==> config.mk <==
export PLATFORM = sky130hd
export DESIGN_NAME = mag_cmp_pipe
export DESIGN_NICKNAME = d
export VERILOG_FILES = /design/src/rtl/mag_cmp_pkg.sv /design/src/rtl/mag_cmp_pipe_cmp4_slice.sv /design/src/rtl/mag_cmp_pipe.sv
export SDC_FILE = /design/constraint.sdc
export NUM_CORES = 1
export LEC_CHECK = 0
export CAP_MARGIN = 15
export CORE_AREA = 2 2 59 61
export CTS_BUF_LIST = sky130_fd_sc_hd__clkbuf_8
export DETAILED_ROUTE_END_ITERATION = 8
export DIE_AREA = 0 0 61 63
export HOLD_SLACK_MARGIN = 0.05
export PLACE_DENSITY = 0.86
export SETUP_SLACK_MARGIN = 0.5
export SYNTH_ARGS = -nofsm -noshare
export SYNTH_HDL_FRONTEND = slang
export SYNTH_SLANG_ARGS = --single-unit
==> constraint.sdc <==
create_clock -name clk -period 1.3 [get_ports clk]
set_input_delay 0.325 -clock clk [delete_from_list [all_inputs] [get_ports clk]]
set_output_delay 0.325 -clock clk [all_outputs]
set_load 0.03 [all_outputs]
==> src/rtl/mag_cmp_pkg.sv <==
// mag_cmp_pkg: shared types and elaboration helpers for the pipelined
// magnitude comparator.
//   cmp_res_t    : (gt, eq) result of one group or reduction node
//   GROUP_W      : bits per leaf slice
//   num_groups() : number of leaf slices for an operand width
//   num_levels() : ceil(log4(groups)), number of registered reduction levels
//   reduce4()    : one radix-4 reduction node, index 3 most significant
package mag_cmp_pkg;

   typedef struct packed {
      logic gt;
      logic eq;
   } cmp_res_t;

   localparam int unsigned GROUP_W = 4;

   // Neutral element of the reduction: never decides, never breaks equality.
   localparam cmp_res_t PAD_RES = '{gt: 1'b0, eq: 1'b1};

   function automatic int unsigned num_groups(input int unsigned width);
      return width / GROUP_W;
   endfunction

   function automatic int unsigned num_levels(input int unsigned groups);
      int unsigned n;
      int unsigned reach;
      n     = 0;
      reach = 1;
      for (int unsigned i = 0; i < 16; i++) begin
         if (reach < groups) begin
            reach = reach * 4;
            n     = n + 1;
         end
      end
      return n;
   endfunction

   function automatic cmp_res_t reduce4(input cmp_res_t [3:0] x);
      cmp_res_t r;
      r.gt = x[3].gt
           | (x[3].eq & x[2].gt)
           | (x[3].eq & x[2].eq & x[1].gt)
           | (x[3].eq & x[2].eq & x[1].eq & x[0].gt);
      r.eq = x[3].eq & x[2].eq & x[1].eq & x[0].eq;
      return r;
   endfunction

endpackage

==> src/rtl/mag_cmp_pipe_cmp4_slice.sv <==
// cmp4_slice: combinational 4-bit magnitude comparator leaf.
//   a, b : 4-bit operand group
//   gt   : a > b, decided at the first differing bit from the top
//   eq   : all four bits equal
module cmp4_slice
   import mag_cmp_pkg::*;
(
   input  logic [GROUP_W-1:0] a,
   input  logic [GROUP_W-1:0] b,
   output logic               gt,
   output logic               eq
);

   logic decided;

   always_comb begin
      gt      = 1'b0;
      decided = 1'b0;
      for (int unsigned i = 0; i < GROUP_W; i++) begin
         if (!decided && (a[GROUP_W-1-i] != b[GROUP_W-1-i])) begin
            decided = 1'b1;
            gt      = a[GROUP_W-1-i];
         end
      end
   end

   assign eq = (a == b);

endmodule

==> src/rtl/mag_cmp_pipe.sv <==
// mag_cmp_pipe: pipelined WIDTH-bit magnitude comparator behind a
// valid/ready handshake with a pass-through tag. Whole pipe stalls together.
//   clk, reset           : clock, synchronous active-high reset
//   in_valid/in_ready    : input handshake (in_ready = ~out_valid | out_ready)
//   a, b, in_tag         : operands and tag
//   signed_mode          : two's complement compare (only with MAG_CMP_SIGNED_EN)
//   out_valid/out_ready  : output handshake
//   gt, eq, lt, out_tag  : one-hot result flags and tag of presented result
// Optional feature macro: MAG_CMP_SIGNED_EN.
module mag_cmp_pipe
   import mag_cmp_pkg::*;
#(
   parameter int unsigned WIDTH = 16,
   parameter int unsigned TAG_W = 4
) (
   input  logic             clk,
   input  logic             reset,
   input  logic             in_valid,
   output logic             in_ready,
   input  logic [WIDTH-1:0] a,
   input  logic [WIDTH-1:0] b,
   input  logic [TAG_W-1:0] in_tag,
`ifdef MAG_CMP_SIGNED_EN
   input  logic             signed_mode,
`endif
   output logic             out_valid,
   input  logic             out_ready,
   output logic             gt,
   output logic             eq,
   output logic             lt,
   output logic [TAG_W-1:0] out_tag
);

   localparam int unsigned G      = num_groups(WIDTH);
   localparam int unsigned LEVELS = num_levels(G);

   // Node count of tree level k (level 0 = registered slice outputs).
   function automatic int unsigned lvl_cnt(input int unsigned k);
      int unsigned n;
      n = G;
      for (int unsigned i = 0; i < k; i++) begin
         n = (n + 3) / 4;
      end
      return n;
   endfunction

   // Position of level k inside the flat tree register.
   function automatic int unsigned lvl_off(input int unsigned k);
      int unsigned o;
      o = 0;
      for (int unsigned i = 0; i < k; i++) begin
         o = o + lvl_cnt(i);
      end
      return o;
   endfunction

   localparam int unsigned TOTAL = lvl_off(LEVELS) + 1;

   logic                          adv;
   logic [WIDTH-1:0]              a_cmp;
   logic [WIDTH-1:0]              b_cmp;
   logic [G-1:0]                  s_gt;
   logic [G-1:0]                  s_eq;
   cmp_res_t [TOTAL-1:0]          tree_q;
   cmp_res_t [TOTAL-1:0]          tree_d;
   cmp_res_t [3:0]                quad;
   int unsigned                   nchild;
   logic [LEVELS:0]               valid_q;
   logic [LEVELS:0][TAG_W-1:0]    tag_q;

`ifdef MAG_CMP_SIGNED_EN
   // Flipping the sign bits maps two's complement order onto unsigned order.
   always_comb begin
      a_cmp          = a;
      b_cmp          = b;
      a_cmp[WIDTH-1] = a[WIDTH-1] ^ signed_mode;
      b_cmp[WIDTH-1] = b[WIDTH-1] ^ signed_mode;
   end
`else
   assign a_cmp = a;
   assign b_cmp = b;
`endif

   for (genvar g = 0; g < G; g++) begin : g_slice
      cmp4_slice u_slice (
         .a  (a_cmp[GROUP_W*g +: GROUP_W]),
         .b  (b_cmp[GROUP_W*g +: GROUP_W]),
         .gt (s_gt[g]),
         .eq (s_eq[g])
      );
   end

   // Level k node j reduces children 4j..4j+3 of level k-1. A short last
   // node puts its real children in the upper slots and pads the bottom.
   always_comb begin
      tree_d = '0;
      quad   = '0;
      nchild = 0;
      for (int unsigned g = 0; g < G; g++) begin
         tree_d[g].gt = s_gt[g];
         tree_d[g].eq = s_eq[g];
      end
      for (int unsigned k = 1; k <= LEVELS; k++) begin
         for (int unsigned j = 0; j < lvl_cnt(k); j++) begin
            nchild = lvl_cnt(k-1) - 4*j;
            if (nchild > 4) begin
               nchild = 4;
            end
            for (int unsigned p = 0; p < 4; p++) begin
               if (p >= 4 - nchild) begin
                  quad[p] = tree_q[lvl_off(k-1) + 4*j + p - (4 - nchild)];
               end else begin
                  quad[p] = PAD_RES;
               end
            end
            tree_d[lvl_off(k) + j] = reduce4(quad);
         end
      end
   end

   always_ff @(posedge clk) begin
      if (reset) begin
         valid_q <= '0;
         tag_q   <= '0;
         tree_q  <= '0;
      end else if (adv) begin
         tree_q     <= tree_d;
         valid_q[0] <= in_valid;
         tag_q[0]   <= in_tag;
         for (int unsigned s = 1; s <= LEVELS; s++) begin
            valid_q[s] <= valid_q[s-1];
            tag_q[s]   <= tag_q[s-1];
         end
      end
   end

   assign adv       = ~out_valid | out_ready;
   assign in_ready  = adv;
   assign out_valid = valid_q[LEVELS];
   assign out_tag   = tag_q[LEVELS];
   assign gt        = tree_q[TOTAL-1].gt;
   assign eq        = tree_q[TOTAL-1].eq;
   // Gated by valid so flags read all-zero out of reset.
   assign lt        = out_valid & ~tree_q[TOTAL-1].gt & ~tree_q[TOTAL-1].eq;

endmodule

==> impl_metrics.ini, run 1 <==
[clock_network]
cts.sink_count = 20
number_of_buffers_created_by_cts = 3
insertion_delay_ns = 0.25
clock_tree_from_tritoncts = done
ctsRootBufferMaster = sky130_fd_sc_hd__clkbuf_8
cts.path.max_buffers = 2
cts_hold_repair.buffers = 0
path_clk_slew_ns = 0.07
htreeDepth = 1

[floorplan]
dieArea_sq_um = 3840
num_io_pins = 49
fp.dieW_microns = 61
effective_utilization_at_floorplan_pct = 38.3
die_y_microns = 63
coreArea_sq_um = 3230
rows = 21

[synthesis]
ys_types = 35
synthDominantAreaCellType = sky130_fd_sc_hd__dfxtp_1
total_of_flip_flops_plus_latches_after_synthesis = 20
post-synth-top-area-fraction_pct = 32.3
syn-num-nets = 207
synthesis.area_sq_um = 1240
async_flop_share_pct = 0
synth_most_common_cell = sky130_fd_sc_hd__nand2_1
netlist_instances = 163
ys_warn_count = 0
yosys-top-cells-area = sky130_fd_sc_hd__dfxtp_1 32%, sky130_fd_sc_hd__nand2_1 9.1%, sky130_fd_sc_hd__xnor2_1 7.8%
syn-mean-instance-area_sq_um = 7.60
synth_enable_flop_cells = 0
seq_total_area_yosys_pct = 32.3
synth_commonest_cells = 30 x sky130_fd_sc_hd__nand2_1, 20 x sky130_fd_sc_hd__dfxtp_1, 18 x sky130_fd_sc_hd__nor2_1
main_flop_type_after_synthesis = sky130_fd_sc_hd__dfxtp_1

[global_route]
gr-usage-all-layers_pct = 16.9
global_route_wire_length_before_repair_mm = 5.19
via_count_of_the_first_global_routing_pass = 1280
grt_antenna_before_repair = 0
grt_max_degree = 21
grt_remaining_overflow = 0

[power_and_ir_drop]
post-layout-total-power_mw = 1.71
share_seq_of_total_power_pct = 39.0
switching_share_pct = 27.4
combPwrFrac_pct = 34.2
peakVddDrop_mv = 0.421
cellLeakagePower_nw = 0.918
power.clock.fraction_pct = 26.7
power_per_cell_area_nw_per_um2 = 766
power_switching_uw = 468
internal_power_mw = 1.24

[sta]
worstMarginPinSlew_ns = 0.294
clock_skew_ns = 0.00195
final-setup-viol-count = 2
timing_max_transition_violations_final = 0
final.setup.worst_slack_ns = -0.0734
timing.final.crit_period_ns = 1.37
max-slew-margin-rel_pct = 80.4
report.final.hold_viol_count = 0
setup_repair_after_global_routing_missed_its_margin = true
fmax_mhz = 728
fin_tns_setup_ns = -0.120
timing.final.crit_share_pct = 106

[place]
post_dp_cell_area_sq_um = 2040
gp_congestion = 0.724
place_worst_setup_slack_ns = -0.769
dpl.hpwl_mm = 2.29
port_buffers = 48

[job]
drv.max_cap_violation_count = 0

[final_layout]
n_antenna_cell = 0
post_route_utilization_pct = 69.0
nets = 275
flow.area_growth_from_synthesis_pct = 80.1
final_layout_size_suffix_gt1_share_pct = 41.7
design_area_sq_um = 2230

[drt]
dr.pass1.iters = 4
finalWirelength_mm = 3.13
wl_per_cell_microns = 11.3
met1_length_mm = 1.32
detailroute.via_count = 1384
routed-wl-met2_mm = 1.61
drc_errors = 0
via_per_inst = 5.01
detail-route-antenna-nets = 0
drt_first_iter_violations = 46
route.top_layer_used = met4
met3_wire_len_microns = 117

[setup_path]
timing.critical_path.from_type = flop
critical_path.endpoint_type = output port
timing.setup.critical_path_class = reg2out
crit_required_ns = 0.98
crit_arrival_ns = 1.05
cp_max_fo = 3

[min_path]
hp-class = reg2reg

[status]
violations = setup timing
status = finished with violations
==> layout by cell type, fill, tap and decap left out, types with 2 or more instances in the layout <==
master,synthesis,routed
sky130_fd_sc_hd__nor2_1,18,17
sky130_fd_sc_hd__nand3_2,0,3
sky130_fd_sc_hd__inv_1,9,5
sky130_fd_sc_hd__inv_12,0,4
sky130_fd_sc_hd__a311oi_1,3,3
sky130_fd_sc_hd__nand2_1,30,21
sky130_fd_sc_hd__a31oi_2,0,2
sky130_fd_sc_hd__nand4b_1,3,3
sky130_fd_sc_hd__and3_1,4,2
sky130_fd_sc_hd__buf_6,0,14
sky130_fd_sc_hd__a211oi_2,0,2
sky130_fd_sc_hd__a221oi_1,4,2
sky130_fd_sc_hd__nand2b_1,3,3
sky130_fd_sc_hd__dfxtp_2,0,4
sky130_fd_sc_hd__a21oi_1,14,14
sky130_fd_sc_hd__nor2b_4,0,2
sky130_fd_sc_hd__dfxtp_4,0,3
sky130_fd_sc_hd__buf_8,0,3
sky130_fd_sc_hd__ha_4,0,4
sky130_fd_sc_hd__nand3_1,5,2
sky130_fd_sc_hd__dlygate4sd2_1,0,14
sky130_fd_sc_hd__and3_4,0,2
sky130_fd_sc_hd__clkdlybuf4s50_1,0,13
sky130_fd_sc_hd__o22ai_2,0,2
sky130_fd_sc_hd__dfxtp_1,20,13
sky130_fd_sc_hd__a21boi_1,3,2
sky130_fd_sc_hd__a221oi_2,1,3
sky130_fd_sc_hd__buf_2,3,6
sky130_fd_sc_hd__xnor2_1,11,11
sky130_fd_sc_hd__clkdlybuf4s15_1,0,2
sky130_fd_sc_hd__buf_4,4,20
sky130_fd_sc_hd__nand2_2,0,9
sky130_fd_sc_hd__clkbuf_8,0,4
==> area by class of cell <==
type | count | area [sq um]
Sequential cell | 20 | 417
Tap cell | 46 | 57.6
Fill cell | 268 | 1000
Multi-Input combinational cell | 123 | 936
Clock buffer | 4 | 55.1
Inverter | 10 | 90.1
Timing Repair Buffer | 73 | 676
==> power by group through the flow <==
stage	clock network [mW]	registers, mW	logic (mW)
final	0.457	0.667	0.585
after detailed placement	0	0.682	0.539
after global routing	0.506	0.671	0.639
after CTS	0.471	0.669	0.566
after global placement	0	0.680	0.529
after floorplan	0	0.685	0.301
==> worst paths after layout <==
check | startpoint | to | slack [ns] | depth (start not counted)
worst max-delay path | valid_q[1] | in_ready | -0.07 | 4
worst min-delay path | out_tag[3] | out_tag[3] | 0.46 | 2
worst max register to register | valid_q[1] | quad[7] | 0.03 | 7
worst min register to register | out_tag[3] | out_tag[3] | 0.46 | 2
==> flip-flops by register name (all words and copies together) (netlist names) <==
name	count
valid_q	2
tag_q	4
gt	1
out_tag	4
quad	8
eq	1
==> metrics by stage <==
stage               instances  hold WS, ns
floorplan                 163        0.427
global route              276        0.472
CTS                       274        0.460
detailed placement        265        0.446
global placement          265        0.438
finish                    276        0.457
==> logic make-up after synthesis <==
logic type	Yosys count	synth area share, %
AND/OR/NAND/NOR	69	26.1
AO/OA/AOI/OAI	39	22.2
buffers and inverters	20	7.57
flip-flops	20	32.3
XOR/XNOR	11	7.78
adder cells (fa/ha/maj)	4	4.04
==> repair_timing <==
action,CTS,global route
pin swaps,23,0
gates resized for setup,96,9
buffers inserted,5,2
setup endpoints to repair,29,29
==> metal layers <==
layer	track usage [%]	vias to the layer above
li1	-	696
met1	20.5	634
met2	29.6	46
met3	2.28	8
met4	5.43	0
met5	0	-
==> critical path, cell delays in order (launching register included) <==
cell,delay (ns)
sky130_fd_sc_hd__dfxtp_4,0.35
sky130_fd_sc_hd__nor2b_4,0.17
sky130_fd_sc_hd__inv_4,0.04
sky130_fd_sc_hd__buf_6,0.11
sky130_fd_sc_hd__buf_6,0.13
No activity file was read; power rests on OpenSTA's default activity.
==> inputs of run 2 (changes only) <==
--- a/config.mk
+++ b/config.mk
@@ -8,9 +8,10 @@
 export CAP_MARGIN = 15
 export CORE_AREA = 2 2 59 61
 export CTS_BUF_LIST = sky130_fd_sc_hd__clkbuf_8
+export CTS_CLUSTER_DIAMETER = 60
+export CTS_CLUSTER_SIZE = 40
 export DETAILED_ROUTE_END_ITERATION = 8
 export DIE_AREA = 0 0 61 63
-export HOLD_SLACK_MARGIN = 0.05
 export PLACE_DENSITY = 0.86
 export SETUP_SLACK_MARGIN = 0.5
 export SYNTH_ARGS = -nofsm -noshare
==> results of run 2 <==
Same layout as run 1: the final DEF is identical, and so are final timing and power.
